$ cat src/rtl/freq_ratio_detector.sv
// Measures the period and high time of a slow clock in reference-clock cycles,
// and flags lock, period changes and missing edges.
module freq_ratio_detector #(
    parameter int CNT_W      = 8,
    parameter int LOCK_COUNT = 4
) (
    input  logic             clk,
    input  logic             reset,
    input  logic             sig_in,
    output logic [CNT_W-1:0] period,
    output logic [CNT_W-1:0] high_time,
    output logic             valid,
    output logic             locked,
    output logic             mismatch,
    output logic             timeout
);

    localparam int               MW       = $clog2(LOCK_COUNT + 1);
    localparam logic [CNT_W-1:0] CNT_MAX  = '1;
    localparam logic [CNT_W-1:0] CNT_ONE  = CNT_W'(1);
    localparam logic [MW-1:0]    LOCK_VAL = MW'(LOCK_COUNT);

    typedef enum logic [1:0] {IDLE, ARM, MEASURE} state_t;

    state_t           r_state, w_next;
    logic             r_s1, r_s2, r_s3;
    logic [1:0]       r_prime;
    logic [CNT_W-1:0] r_cnt, r_hcnt, r_period, r_high;
    logic [MW-1:0]    r_match;
    logic             r_valid, r_locked, r_mismatch, r_timeout;

    logic             w_rise, w_start, w_done, w_tmo, w_same, w_mism;
    logic [MW-1:0]    w_match_nxt;

    assign w_rise = r_s2 & ~r_s3;

    always_ff @(posedge clk) begin
        if (reset) r_state <= IDLE;
        else       r_state <= w_next;
    end

    // r_prime keeps IDLE from trusting the synchronizer's reset zeros as a real low.
    always_comb begin
        w_next  = r_state;
        w_start = 1'b0;
        w_done  = 1'b0;
        w_tmo   = 1'b0;
        case (r_state)
            IDLE:    if (r_prime[1] && !r_s2) w_next = ARM;
            ARM:     if (w_rise) begin
                         w_start = 1'b1;
                         w_next  = MEASURE;
                     end
            MEASURE: if (w_rise) begin
                         w_done = 1'b1;
                     end else if (r_cnt == CNT_MAX) begin
                         w_tmo  = 1'b1;
                         w_next = IDLE;
                     end
            default: w_next = IDLE;
        endcase
    end

    // r_period doubles as the previous-period register; r_match == 0 means no previous.
    always_comb begin
        w_same = (r_cnt == r_period);
        w_mism = (r_match != '0) && !w_same;
        if (r_match == '0 || !w_same) w_match_nxt = MW'(1);
        else if (r_match == LOCK_VAL) w_match_nxt = LOCK_VAL;
        else                          w_match_nxt = r_match + 1'b1;
    end

    always_ff @(posedge clk) begin
        if (reset) begin
            r_s1       <= 1'b0;
            r_s2       <= 1'b0;
            r_s3       <= 1'b0;
            r_prime    <= 2'b00;
            r_cnt      <= '0;
            r_hcnt     <= '0;
            r_period   <= '0;
            r_high     <= '0;
            r_match    <= '0;
            r_valid    <= 1'b0;
            r_locked   <= 1'b0;
            r_mismatch <= 1'b0;
            r_timeout  <= 1'b0;
        end else begin
            r_s1       <= sig_in;
            r_s2       <= r_s1;
            r_s3       <= r_s2;
            r_prime    <= {r_prime[0], 1'b1};
            r_valid    <= w_done;
            r_timeout  <= w_tmo;
            r_mismatch <= w_done & w_mism;
            if (w_start || w_done) begin
                r_cnt  <= CNT_ONE;
                r_hcnt <= CNT_ONE;
            end else if (r_state == MEASURE && !w_tmo) begin
                r_cnt  <= r_cnt + 1'b1;
                r_hcnt <= r_hcnt + {{(CNT_W-1){1'b0}}, r_s2};
            end
            if (w_done) begin
                r_period <= r_cnt;
                r_high   <= r_hcnt;
                r_match  <= w_match_nxt;
                r_locked <= (w_match_nxt == LOCK_VAL);
            end else if (w_tmo) begin
                r_match  <= '0;
                r_locked <= 1'b0;
            end
        end
    end

    assign period    = r_period;
    assign high_time = r_high;
    assign valid     = r_valid;
    assign locked    = r_locked;
    assign mismatch  = r_mismatch;
    assign timeout   = r_timeout;

endmodule
$ cat config.mk
export PLATFORM = sky130hd
export DESIGN_NAME = freq_ratio_detector
export DESIGN_NICKNAME = d
export VERILOG_FILES = /design/src/rtl/freq_ratio_detector.sv
export SDC_FILE = /design/constraint.sdc
export NUM_CORES = 1
export LEC_CHECK = 0
export ABC_AREA = 1
export BUFFER_PORTS_ARGS = -buffer_cell sky130_fd_sc_hd__buf_2
export CELL_PAD_IN_SITES_DETAIL_PLACEMENT = 2
export CELL_PAD_IN_SITES_GLOBAL_PLACEMENT = 2
export CORE_UTILIZATION = 35
export DETAILED_ROUTE_END_ITERATION = 10
export PLACE_DENSITY_LB_ADDON = 0.1
export RECOVER_POWER = 100
export SETUP_SLACK_MARGIN = 0.5
export SLEW_MARGIN = 0
export SYNTH_ARGS = -nofsm -noshare
export SYNTH_HDL_FRONTEND = slang
export SYNTH_SLANG_ARGS = --single-unit
$ cat constraint.sdc
create_clock -name clk -period 3.6 [get_ports clk]
set_input_delay 0.72 -clock clk [delete_from_list [all_inputs] [get_ports clk]]
set_output_delay 0.72 -clock clk [all_outputs]
set_load 0.01 [all_outputs]
==> results.txt <==
----------------------------------------------------
[Outcome]
  Outcome ... complete, no violations

[Die]
  Width of the die ... 79.7 um
  Effective utilization at floorplan ... 37.2%
  Total die area ... 6350 um^2
  Number of I/O pins ... 23
  Overall die height ... 79.7 um
  Standard cell core area ... 5680 um^2
  Standard-cell row count ... 27

[Global route]
  Initial antenna violation count ... 0
  Via count of the first global-routing pass ... around 2,000
  GR Overflow Total ... 0
  First-pass GRT wire length ... 9690 um
  Total Routing Usage GR ... 19.9%
  Maximum number of pins on one net before global-route repair ... 30

[Clock network]
  Post-cts resize count ... 0
  CTS Buf Count ... 5
  Clock tree from TritonCTS ... built
  Post-CTS repair timing setup buffer count ... 0
  Number of clock sinks ... between 40 and 50
  Clock latency of the later-clocked register in the worst-skew pair ... 300 ps
  Clock Tree Root ... sky130_fd_sc_hd__clkbuf_8
  Longest Clk Path Bufs ... 2
  Hold buffer count at CTS ... 0
  Clock transition at the registers of the reported paths ... 90 ps
  H-tree lvl count ... 2

[STA]
  Final setup margin ... between 1000 and 1500 ps
  Post-layout minimum cycle time ... 2350 ps
  Count of final hold-check violations ... 0
  Setup repair after global routing missed its margin ... false
  Setup Skew ... 8.20 ps
  Headroom to the max-slew limit ... between 50% and 60%
  Setup violators final ... 0
  Setup TNS after final layout ... 0 ps
  Measured slew at the worst slew-check pin ... 724 ps
  Maximum clock frequency ... 425 MHz
  Number of max-slew violations in the final report ... 0
  Period utilisation layout ... 65.4%

[Critical path]
  Critical path arrival ... roughly 2600 ps
  Worst path buffer plus inverter count ... 3
  Slowest stage cell on the critical path ... sky130_fd_sc_hd__nor2_4
  Critical path's largest stage delay ... 510 ps
  Setup crit start kind ... flip-flop
  Endpoint class of the critical path ... flip-flop
  Cell chain of the critical path ... inv_1 > nor2_1 > inv_1 > nor2_4 > inv_4 > nand2_1 > nand2_1 > or2_0 > a21oi_2
  Kind of cell adding the most delay to the critical path ... simple AND/OR/NAND/NOR gates
  Worst r2r path cells ... 9
  Count of cell instances traversed by the critical path ... 9
  Critical path required time ... approximately 3900 ps
  Critical path class ... reg -> reg
  Largest fanout on the critical path ... 29

[Cells and area]
  Footprint of the multi-input gates ... 958 um^2
  Cell Count, Final, Fillers Out ... 392
  Post-layout instance area ... ~2300 um^2
  Proportion of layout cells with a drive suffix above 1 ... under 10%
  Reg area ... 921 um^2
  Number of inserted filler cells in the final layout ... 718
  Relative area change from synthesis to final layout ... 9.24%
  Utilization of the core after routing ... approximately two fifths
  Final #Nets ... 327
  Diodes inserted ... 0

[Synth]
  Multiplexer fraction of the synthesized cell area ... 0%
  Synth Cell Area ... 2110 um^2
  Synth Net Count ... 305
  Avg Inst Size Synth ... 7.12 um^2
  Adder-cell area share of the yosys netlist ... approximately 3.0%
  Synth Instances ... 297
  Number of synthesis warnings ... 0
  Register area share after synthesis ... roughly 44%
  Simple-gate area share of the yosys netlist ... 27.6%
  XOR/XNOR share of the synthesized area ... 0.414%
  Flip-flop and latch count after synthesis ... 46
  Number of distinct library cell variants in the gate-level netlist after synthesis ... 29
  Dominant combinational cell family by area after synthesis ... simple AND/OR/NAND/NOR gates
  Complex-gate fraction of the synthesized area ... 15.3%

[Power]
  Pleak ... 0.000964 uW
  Areal power density over the cells ... 383 nW/um^2
  Worst IR drop on VDD ... 0.226 mV

[Placement]
  # placed instances ... between 300 and 400
  Worst slack at placement ... 1470 ps
  Half-perimeter wire length of the detailed placement result ... 4200 um
  Port Buffer Count ... 22
  Cell Area, Placed ... 2260 um^2
  Weighted congestion reported at the end of routability-driven placement ... 0.709

[Detailed routing]
  First drt pass iteration count ... 4
  Detailed-route wire length ... 5640 um
  Final antenna-violating net count ... 0
  Detail-routed net length per standard cell ... 14.4 um
  DRC viols ... 0
  Via total after detailed routing ... 1,962
  Mean number of vias per cell ... ~5
  First-iteration detailed-routing DRC count ... 41

[Hold path]
  Hold Path Depth ... 2
  Worst hold-check path type ... reg -> reg

[Run]
  Number of maximum-capacitance violations ... 0

----------------------------------------------------
[cells by family after synthesis]
kind of cell	after synthesis
buffers and inverters	50
AO/OA/AOI/OAI	60
adder cells (fa/ha/maj)	5
flip-flops	46
AND/OR/NAND/NOR	135
XOR/XNOR	1
[final cells by class]
class,count,area share (%)
multi-input combinational,201,41.5
clock buffer,7,3.74
sequential,46,39.9
clock inverter,1,0.217
inverter,43,7.10
timing repair buffer,22,3.63
tap,72,3.90
[cell usage in the layout (no fill, tap or decap), types with 2 or more instances in the layout]
master,synthesis,routed
sky130_fd_sc_hd__ha_1,5,5
sky130_fd_sc_hd__nor2_1,43,46
sky130_fd_sc_hd__o21ai_0,24,26
sky130_fd_sc_hd__o21ai_1,5,3
sky130_fd_sc_hd__nand4_1,3,3
sky130_fd_sc_hd__dfxtp_1,46,46
sky130_fd_sc_hd__inv_2,6,3
sky130_fd_sc_hd__nor2_4,4,3
sky130_fd_sc_hd__nand2_1,61,64
sky130_fd_sc_hd__inv_1,35,38
sky130_fd_sc_hd__nand3_1,14,14
sky130_fd_sc_hd__a21oi_1,24,24
sky130_fd_sc_hd__nor3_1,2,2
sky130_fd_sc_hd__clkbuf_8,0,6
sky130_fd_sc_hd__clkbuf_1,3,22
[worst reg2reg max path, stage by stage (launching register included)]
cell and delay (ps):
sky130_fd_sc_hd__dfxtp_1 350, sky130_fd_sc_hd__inv_1 80, sky130_fd_sc_hd__nor2_1 190, sky130_fd_sc_hd__inv_1 140, sky130_fd_sc_hd__nor2_4 510, sky130_fd_sc_hd__inv_4 150
sky130_fd_sc_hd__nand2_1 420, sky130_fd_sc_hd__nand2_1 120, sky130_fd_sc_hd__or2_0 230, sky130_fd_sc_hd__a21oi_2 110
[report_power, final]
group          leakage [uW]  switching (uW)  internal [uW]
Sequential         0.000372            4.91            514
Clock             0.0000482             174            155
Combinational      0.000544            26.7           10.2
[metrics by stage]
| step | power [uW] | hold slack [ps] |
|---|---|---|
| 2_1_floorplan | 558 | 388 |
| 3_3_place_gp | 567 | 390 |
| 3_5_place_dp | 570 | 407 |
| 4_1_cts | 899 | 420 |
| 5_1_grt | 919 | 428 |
| 6_report | 885 | 417 |
[registers in the layout, indices dropped and copies added, names as in the netlist]
signal and cells:
locked 1, r_s3 1, valid 1, r_cnt 8, period 8, high_time 8, mismatch 1, r_prime 2
timeout 1, r_s1 1, r_hcnt 8, r_match 3, r_s2 1, r_state 2
[layer usage]
layer  routed length [um]  global-route usage, %  up-vias
li1                     -                      -      982
met1                 2610                   23.7      954
met2                 2850                   36.4       19
met5                    0                      0        -
met3                  100                   3.09        7
met4                   77                   6.00        0
[synth_stat cells (all sizes together)]
cell type | count | area [um^2]
a2111oi | 1 | 8.76
a211oi | 1 | 7.51
a21oi | 25 | 129
a41oi | 1 | 8.76
buf | 4 | 38.8
clkbuf | 3 | 11.3
clkinv | 1 | 3.75
dfxtp | 46 | 921
ha | 5 | 62.6
inv | 42 | 160
nand2 | 65 | 254
nand3 | 14 | 70.1
nand4 | 3 | 18.8
nor2 | 50 | 225
nor3 | 2 | 10.0
o211a | 1 | 10.0
o21ai | 29 | 145
o22ai | 1 | 6.26
o31ai | 1 | 7.51
or2 | 1 | 6.26
xnor2 | 1 | 8.76
[worst paths after layout]
kind / start / to / slack, ps
min: r_prime[0]$_DFF_P_ / r_prime[1]$_SDFF_PP0_ / 420
min reg2reg: r_prime[0]$_DFF_P_ / r_prime[1]$_SDFF_PP0_ / 420
max: r_s2$_SDFF_PP0_ / r_hcnt[6]$_SDFFE_PP0P_ / 1250
max reg2reg: r_s2$_SDFF_PP0_ / r_hcnt[6]$_SDFFE_PP0P_ / 1250
(Power assumes the default switching activity.)
